## src/rtl/ysyx_22040759_ifu_pcgen.sv

```systemverilog
// -----------------------------------------------------------------------------
// ysyx_22040759_ifu_pcgen
//
// Fetch PC generator with a one-entry instruction buffer.
//
// Owns the architectural fetch PC and issues one instruction-fetch request at
// a time on a valid/ready request/response bus. The returned word is held in
// a single buffer and offered to the ID stage. A redirect from the execute
// stage (br_taken / bru_pc) kills the buffered wrong-path instruction, throws
// away any response still in flight and restarts fetch at the branch target.
//
// State machine:
//   REQ  : request presented. The address is held until the memory side
//          accepts it.
//   WAIT : request accepted, waiting for its response (if_rsp_ready=1).
//   HOLD : instruction buffered and offered to ID.
//
// Ports:
//   clock         system clock
//   reset         synchronous, active-high reset; dominates all other inputs
//   br_taken      one-cycle redirect request from execute
//   bru_pc[63:0]  redirect target, sampled while br_taken=1
//   if_req_valid  fetch request valid (REQ only)
//   if_req_ready  fetch request accepted by memory side
//   if_req_addr   fetch address, word aligned
//   if_rsp_valid  fetch response valid
//   if_rsp_ready  response accepted (WAIT only)
//   if_rsp_data   fetched instruction word
//   if_rsp_err    bus error on this response
//   id_valid      instruction valid to ID
//   id_ready      ID accepts the instruction
//   id_pc         PC of id_inst (full 64 bits, low bits as stored)
//   id_inst       instruction word
//   id_excp       instruction-access fault flag for id_inst
// -----------------------------------------------------------------------------
module ysyx_22040759_ifu_pcgen #(
  parameter logic [63:0] RESET_PC = 64'h8000_0000
) (
  input  logic        clock,
  input  logic        reset,

  // Redirect from execute
  input  logic        br_taken,
  input  logic [63:0] bru_pc,

  // Fetch request channel
  output logic        if_req_valid,
  input  logic        if_req_ready,
  output logic [63:0] if_req_addr,

  // Fetch response channel
  input  logic        if_rsp_valid,
  output logic        if_rsp_ready,
  input  logic [31:0] if_rsp_data,
  input  logic        if_rsp_err,

  // Instruction to ID
  output logic        id_valid,
  input  logic        id_ready,
  output logic [63:0] id_pc,
  output logic [31:0] id_inst,
  output logic        id_excp
);

  // ---------------------------------------------------------------------------
  // State encoding
  // ---------------------------------------------------------------------------
  localparam logic [1:0] REQ  = 2'd0;
  localparam logic [1:0] WAIT = 2'd1;
  localparam logic [1:0] HOLD = 2'd2;

  // ---------------------------------------------------------------------------
  // Registers
  // ---------------------------------------------------------------------------
  logic [1:0]  state_q,    state_d;
  logic [63:0] pc_q,       pc_d;
  logic        drop_q,     drop_d;      // in-flight response belongs to a killed path
  logic [63:0] tgt_q,      tgt_d;       // pending redirect target while drop_q=1
  logic [31:0] inst_buf_q, inst_buf_d;
  logic        excp_buf_q, excp_buf_d;

  // ---------------------------------------------------------------------------
  // Handshake qualifiers (internal, not reset-gated; reset wins in the
  // sequential block anyway)
  // ---------------------------------------------------------------------------
  logic in_req;
  logic in_wait;
  logic in_hold;
  logic req_fire;
  logic rsp_fire;
  logic id_fire;

  assign in_req   = (state_q == REQ);
  assign in_wait  = (state_q == WAIT);
  assign in_hold  = (state_q == HOLD);

  assign req_fire = in_req  && if_req_ready;
  assign rsp_fire = in_wait && if_rsp_valid;
  // A redirect kills the buffered instruction in the same cycle, so no ID
  // handshake may complete while br_taken is high.
  assign id_fire  = in_hold && !br_taken && id_ready;

  // ---------------------------------------------------------------------------
  // Next-state logic
  // ---------------------------------------------------------------------------
  always_comb begin
    // NOTE: every signal assigned here gets a default first, so no path can
    // leave one unassigned and infer a latch.
    state_d    = state_q;
    pc_d       = pc_q;
    drop_d     = drop_q;
    tgt_d      = tgt_q;
    inst_buf_d = inst_buf_q;
    excp_buf_d = excp_buf_q;

    case (state_q)
      REQ: begin
        // The pending request is completed unchanged even on a redirect;
        // its response is discarded later and fetch restarts at tgt.
        if (br_taken) begin
          drop_d = 1'b1;
          tgt_d  = bru_pc;
        end
        if (req_fire) begin
          state_d = WAIT;
        end
      end

      WAIT: begin
        if (rsp_fire) begin
          if (drop_q || br_taken) begin
            // Wrong-path response: throw it away and restart at the newest
            // target (a same-cycle redirect beats the stored one).
            pc_d    = br_taken ? bru_pc : tgt_q;
            drop_d  = 1'b0;
            state_d = REQ;
          end else begin
            inst_buf_d = if_rsp_data;
            excp_buf_d = if_rsp_err;
            state_d    = HOLD;
          end
        end else if (br_taken) begin
          // Latest redirect wins if several arrive before the response.
          drop_d = 1'b1;
          tgt_d  = bru_pc;
        end
      end

      HOLD: begin
        if (br_taken) begin
          pc_d    = bru_pc;
          state_d = REQ;
        end else if (id_fire) begin
          pc_d    = pc_q + 64'd4;   // wraps at 2^64
          state_d = REQ;
        end
      end

      default: begin
        state_d = REQ;
      end
    endcase
  end

  // ---------------------------------------------------------------------------
  // Control registers (reset)
  // ---------------------------------------------------------------------------
  // NOTE: sequential state uses non-blocking assignments so every flop
  // samples the pre-edge values of its inputs, independent of block order.
  always_ff @(posedge clock) begin
    if (reset) begin
      state_q <= REQ;
      pc_q    <= RESET_PC;
      drop_q  <= 1'b0;
    end else begin
      state_q <= state_d;
      pc_q    <= pc_d;
      drop_q  <= drop_d;
    end
  end

  // ---------------------------------------------------------------------------
  // Data registers (no reset)
  // ---------------------------------------------------------------------------
  // NOTE: these hold payload only; nothing reads them unless the control
  // state says they were written, so they are left out of the reset.
  always_ff @(posedge clock) begin
    tgt_q      <= tgt_d;
    inst_buf_q <= inst_buf_d;
    excp_buf_q <= excp_buf_d;
  end

  // ---------------------------------------------------------------------------
  // Outputs: all forced to zero during the reset cycle
  // ---------------------------------------------------------------------------
  assign if_req_valid = !reset && in_req;
  assign if_req_addr  = reset ? 64'd0 : {pc_q[63:2], 2'b00};
  assign if_rsp_ready = !reset && in_wait;

  assign id_valid     = !reset && in_hold && !br_taken;
  assign id_pc        = reset ? 64'd0 : pc_q;
  assign id_inst      = reset ? 32'd0 : inst_buf_q;
  assign id_excp      = !reset && excp_buf_q;

endmodule

```

## config.mk

```make
export PLATFORM = sky130hd
export DESIGN_NAME = ysyx_22040759_ifu_pcgen
export DESIGN_NICKNAME = d
export VERILOG_FILES = /design/src/rtl/ysyx_22040759_ifu_pcgen.sv
export SDC_FILE = /design/constraint.sdc
export NUM_CORES = 1
export LEC_CHECK = 0
export CAP_MARGIN = 5
export CORE_UTILIZATION = 45
export CTS_CLUSTER_SIZE = 25
export DETAILED_ROUTE_END_ITERATION = 8
export PLACE_DENSITY = 0.73
export SYNTH_ARGS = -nofsm -noshare
export SYNTH_HDL_FRONTEND = slang
export SYNTH_SLANG_ARGS = --single-unit
```

## constraint.sdc

```tcl
create_clock -name clock -period 6.7 [get_ports clock]
set_input_delay 0.67 -clock clock [delete_from_list [all_inputs] [get_ports clock]]
set_output_delay 0.67 -clock clock [all_outputs]
set_load 0.02 [all_outputs]
```

==> summary.txt, run 1 <==
status: finished, final reports clean
Leakage: 0.00414 uW
Fillers: 1819
first-pass GRT wire length: 43300 um
detail-routed via count per cell: 5.85
clock root buffer: clkbuf_16
DRC: 0
Crit. End Element: primary output
GR peak layer: met2
Routed WL per cell: 18.9 um
I/O pin count: 267
global placement routability congestion: 0.937
reg2reg end: pc_q[24]$_SDFFE_PP0P_
vias in the first global route: 7884
chip height: 148 um
power per cell area: 206 nW/um^2
RSZ-0062 raised after global routing: no
fmax: 290 MHz
starting density of the core: 45.8%
register bit total from synthesis: 164
postcts setup bufs: 0
CP arrival: 2.77 ns
Mean Syn Cell Area: 9.07 sq um
Hold Vio Cnt, Final: 0
Die W: 148 um
DRT Pass-1 Iters: 9
Clock Skews: 0.0110 ns
Peak VDD IR: 0.207 mV
Global Route met1 Usage: 35.4%
Multi-input gate area: 4490 sq um
fin util: 59.8%
CTS tree: yes
GR Util met2: 38.4%
Clock Latency Late Sink: 0.44 ns
nature of the critical path startpoint: input pin
HPWL after detailed placement: 20300 um
Slew Viols, Final: 0
cell row count: 53
core region area: 21000 sq um
via count: 8797
Worst R2R Start: state_q[0]$_SDFFE_PP0P_
Num CTS Buffers: 17
ys async rst share: 0%
Clock Sink Count: 164
Antenna Cells: 0
Worst R2R Setup Slack: 3.68 ns
post_cts resized: 0
Detail Route Antenna Nets: 0
Final Net Count: 1320
CP Capture Point: id_valid
cells on worst reg2reg path: 6
GRT overflow: 0
register area: 4250 sq um
Yosys cell types: 62
EDFF count, synth: 97
maximum capacitance violations: 0
min Tclk post-route: 3.44 ns
crit share post-route: 51.4%
Worst Path Required: 6.03 ns
final setup fails: 0
IO buf count: 264
Max Root-Sink Buffers: 2
number of cells produced by synthesis: 1059
layout cell share with drive strength beyond 1: 8.87%
met3 Use GR: 7.06%
Hold Path Class: reg -> reg
Min Hold Slack: 0.504 ns
cts hold-fix bufs: 0
largest net degree at the start of global routing: 95
CP Launch Point: reset
worst slew pin tran: 0.988 ns
Area growth syn-to-layout: 30.5%
sequential fraction of the synthesis area: 44.3%
WS Path Type: in -> out
Total GRT Usage: 25.6%
yosys warns: 0
initial DRC count: 831
DIE AREA: 21900 sq um
headroom to the max-slew limit: 34.0%
initial antenna violation count: 1
final WL: 28400 um
clock transition at the registers of the reported paths: 0.07 ns
Netlist Area Pre-Place: 9600 sq um
top_reg_cell synth: edfxtp_1
CP Max Fanout: 67
Final TNS setup: 0 ns
Max H-tree Level: 4
registers in the layout, indices dropped and copies added, names as in the netlist:
name	cells
drop_q	1
pc_q	64
excp_buf_q	1
inst_buf_q	32
tgt_q	64
state_q	2
cell type report:
type                       count  area share (%)
clock inverter                15            1.33
clock buffer                  17            3.39
inverter                      36            1.08
sequential                   164            33.9
timing repair buffer         275            21.7
multi-input combinational    722            35.8
tap                          275            2.74
logic make-up (layout without fill, tap and decap cells):
logic type | Yosys count | count (layout) | share of synthesized area (%)
xor+xnor | 1 | 1 | 0.0912
buf+inv | 174 | 343 | 9.43
mux | 58 | 58 | 6.67
flops | 164 | 164 | 44.3
fa+ha+maj | 1 | 1 | 0.130
simple gates | 389 | 389 | 21.3
compound gates | 271 | 271 | 18.1
other cells | 1 | 2 | 0.0390
metal layers:
| metal | up-vias | routed length (um) |
|---|---|---|
| met1 | 4157 | 11900 |
| met3 | 41 | 3160 |
| met4 | 2 | 609 |
| met5 | - | 18 |
| met2 | 468 | 12600 |
| li1 | 4129 | - |
cell usage after synthesis (all sizes together), types with 13 or more instances:
master / n / area (sq um)
edfxtp: 97 / 2910
nor2b: 90 / 563
nand2: 86 / 323
o21ai: 86 / 430
buf: 80 / 553
nor2: 71 / 267
dfxtp: 67 / 1340
clkbuf: 58 / 218
a21oi: 52 / 260
mux2: 48 / 541
inv: 36 / 135
nand3: 27 / 135
nor3: 27 / 140
a22oi: 25 / 188
nand4: 24 / 165
a31oi: 22 / 138
nor4: 21 / 159
o31ai: 13 / 97.6
report_power, final:
group | internal (uW) | switching, uW | total, uW
logic | 183 | 202 | 385
registers | 1150 | 53.5 | 1210
clock network | 506 | 480 | 986
total | 1840 | 735 | 2580
metrics by stage:
step           setup slack, ns  area (sq um)  total power (uW)  cells
2_1_floorplan             1.64          9610              1440   1060
3_3_place_gp              3.24         11900              1600   1472
3_5_place_dp              3.19         11900              1610   1472
4_1_cts                   3.28         12500              2580   1504
5_1_grt                   3.13         12500              2660   1504
6_report                  3.26         12500              2580   1504
worst min path at each step:
stage	from	end	slack, ns	depth (start not counted)
4_1_cts	pc_q[36]$_SDFFE_PP0P_	pc_q[36]$_SDFFE_PP0P_	0.50	2
3_3_place_gp	pc_q[36]$_SDFFE_PP0P_	pc_q[36]$_SDFFE_PP0P_	0.49	2
5_1_grt	pc_q[18]$_SDFFE_PP0P_	pc_q[18]$_SDFFE_PP0P_	0.54	2
2_1_floorplan	pc_q[60]$_SDFFE_PP0P_	pc_q[60]$_SDFFE_PP0P_	0.45	1
6_report	pc_q[36]$_SDFFE_PP0P_	pc_q[36]$_SDFFE_PP0P_	0.50	2
3_5_place_dp	pc_q[36]$_SDFFE_PP0P_	pc_q[36]$_SDFFE_PP0P_	0.49	2
cell usage in the layout, fill, tap and decap left out, types with 22 or more instances in the layout:
cell / synthesis / routed
a22oi_1: 25 / 25
edfxtp_1: 97 / 97
o21ai_0: 86 / 86
nor2b_1: 90 / 90
mux2_2: 47 / 47
nand4_1: 23 / 23
nor2_1: 71 / 70
a31oi_1: 22 / 22
clkdlybuf4s50_1: 0 / 262
nand3_1: 27 / 27
dfxtp_1: 67 / 67
inv_1: 36 / 36
nor3_1: 26 / 26
nand2_1: 86 / 86
a21oi_1: 52 / 51
worst max-delay path, stage by stage:
cell,delay [ns]
buf_4,0.52
buf_4,0.61
nand2b_1,0.28
inv_1,0.11
clkdlybuf4s50_1,0.55
(Power assumes the default switching activity.)
==> inputs of run 2 (changes only) <==
Settings changed: CORE_UTILIZATION 45 to 44, PLACE_DENSITY 0.73 to 0.74.
Clock period 6.7 ns to 3.1 ns, I/O delays scaled along.
==> run 2 against run 1 <==
Compared with the run above: die area increased by 2.2%; worst hold slack worse by 0.20 ns; non-clock buffer count grew 16; clock skew shrank 0.0048 ns; flip-flop and latch count is the same; first-iteration DRC count up 13%; register-to-register slack worse by 3.4 ns; total power increased by 120%; largest power group unchanged.
==> summary.txt, run 2 (same netlist as run 1, synthesis figures left out) <==
CTS tree: yes
nature of the critical path startpoint: flop
Peak VDD IR: 0.408 mV (+97%)
DIE AREA: 22400 sq um (+2.2%)
Worst R2R Setup Slack: 0.32 ns (-3.36 ns)
Critical Path Most Common Cell: or4_1
WS Path Type: reg -> reg
first-pass GRT wire length: 44500 um (+2.7%)
fmax: 359 MHz
placed cell area: 12100 sq um (+1.3%)
DRT Pass-1 Iters: 6 (-3)
Routed WL per cell: 19.2 um (+2.0%)
Final TNS setup: 0 ns (unchanged)
leading cell type in the layout, fill and taps excluded: clkdlybuf4s50_1
initial antenna violation count: 0 (-1)
Antenna Cells: 0 (unchanged)
largest net degree at the start of global routing: 75 (-21%)
Clock Latency Late Sink: 0.43 ns (about the same)
Die W: 150 um (+1.1%)
slowest CP cell: or4_1
I/O pin count: 267 (unchanged)
CP arrival: 3.15 ns (+0.38 ns)
Max H-tree Level: 4 (unchanged)
power per cell area: 439 nW/um^2 (+110%)
critical-path cell list: ha_1 > nand4_1 > or4_1 > nor3_1 > nand2_1 > or4_1 > a31oi_1
Finished Cell Area: 12700 sq um (+1.1%)
RSZ-0062 raised after global routing: no
CP Max Fanout: 6 (-91%)
postcts setup bufs: 0 (unchanged)
clock root buffer: clkbuf_16
crit share post-route: 89.8%
Clock Skews: 0.00624 ns (-0.00476 ns)
placed insts: 1488 (+1.1%)
hold_sp: reset
GRT overflow: 0 (unchanged)
most frequent cells in the layout: clkdlybuf4s50_1, edfxtp_1, nor2b_1, nand2_1, o21ai_0
fin cells: 1520 (+1.1%)
CP max stage delay: 0.57 ns (-0.04 ns)
total design power: 5570 uW (+120%)
Num CTS Buffers: 17 (unchanged)
Worst R2R Start: pc_q[2]$_SDFFE_PP0P_
core region area: 21200 sq um (+1.3%)
Hold Path Class: in -> reg
cells on worst reg2reg path: 7 (+1)
layout cell share with drive strength beyond 1: 10.1% (+1.3 points)
maximum capacitance violations: 0 (unchanged)
min Tclk post-route: 2.78 ns
Hold Path Sink: pc_q[50]$_SDFFE_PP0P_
final setup fails: 0 (unchanged)
Max Root-Sink Buffers: 2 (unchanged)
IO buf count: 264 (unchanged)
Clock Sink Count: 164 (unchanged)
Slew Viols, Final: 0 (unchanged)
Detail Route Antenna Nets: 0 (unchanged)
cts hold-fix bufs: 0 (unchanged)
initial DRC count: 940 (+13%)
global placement routability congestion: 0.963 (+2.7%)
DRC: 0 (unchanged)
reg2reg end: pc_q[34]$_SDFFE_PP0P_
Final WS setup: 0.317 ns (-2.94 ns)
status: finished, final reports clean
headroom to the max-slew limit: 33.2% (-0.77 points)
cell row count: 53 (unchanged)
biggest regs: pc_q: 64 flops, tgt_q: 64 flops, inst_buf_q: 32 flops
clock transition at the registers of the reported paths: 0.07 ns (about the same)
Worst Path Required: 3.47 ns (-2.56 ns)
Crit. End Element: flop
CP Launch Point: pc_q[2]$_SDFFE_PP0P_
Leakage: 0.00423 uW (+2.1%)
worst slew pin tran: 1.00 ns (+0.0128 ns)
post_cts resized: 0 (unchanged)
Total GRT Usage: 26.0% (+0.40 points)
HPWL after detailed placement: 21500 um (+6.2%)
pre-CTS setup slack: 0.404 ns (-2.78 ns)
Area growth syn-to-layout: 32.0%
Hold Vio Cnt, Final: 0 (unchanged)
Final Net Count: 1336 (+1.2%)
Hold Crit Depth: 2 (unchanged)
detail-routed via count per cell: 5.85 (about the same)
via count: 8895 (+1.1%)
chip height: 150 um (+1.1%)
starting density of the core: 45.3% (-0.57 points)
vias in the first global route: 8091 (+2.6%)
final WL: 29200 um (+3.1%)
## run 2: power breakdown
group	leakage [uW]	internal [uW]	switching, uW
Sequential	0.00151	2490	116
Clock	0.000289	1080	1030
Combinational	0.00242	409	441
Total	0.00423	3990	1580
## run 2: critical path: cells and delay by family, from the launching register on
family / cells / cell delay, ns
and+or+nand+nor: 5 / 1.89
DFF: 1 / 0.41
AOI/OAI and AO/OA: 1 / 0.16
adders and majority gates: 1 / 0.24
## run 2: how the worst max path moves through the flow
stage,end
2_1_floorplan,tgt_q[0]$_DFFE_PP_
3_3_place_gp,pc_q[34]$_SDFFE_PP0P_
3_5_place_dp,pc_q[34]$_SDFFE_PP0P_
4_1_cts,id_valid
5_1_grt,pc_q[34]$_SDFFE_PP0P_
6_report,pc_q[34]$_SDFFE_PP0P_
## run 2: final cells by class
| cell class | count | area, sq um |
|---|---|---|
| multi-input cells | 722 | 4500 |
| repair buffers | 291 | 2870 |
| well taps | 275 | 344 |
| clock buffers | 17 | 425 |
| fillers | 1876 | 8540 |
| inverters | 36 | 135 |
| flip-flops and latches | 164 | 4250 |
| clock inverters | 15 | 159 |
## run 2: routing by layer
| metal | vias to the layer above | track usage [%] | routed length (um) |
|---|---|---|---|
| li1 | 4168 | - | - |
| met1 | 4183 | 36.4 | 12000 |
| met2 | 497 | 39.0 | 13100 |
| met3 | 47 | 6.22 | 3440 |
| met4 | 0 | 9.04 | 686 |
| met5 | - | 0 | 0 |
## run 2: metrics by stage
step,util (%),hold slack (ns)
6_report,59.8,0.306
3_5_place_dp,57.0,0.481
5_1_grt,59.8,0.312
3_3_place_gp,57.0,0.476
4_1_cts,59.8,0.286
2_1_floorplan,-,0.409
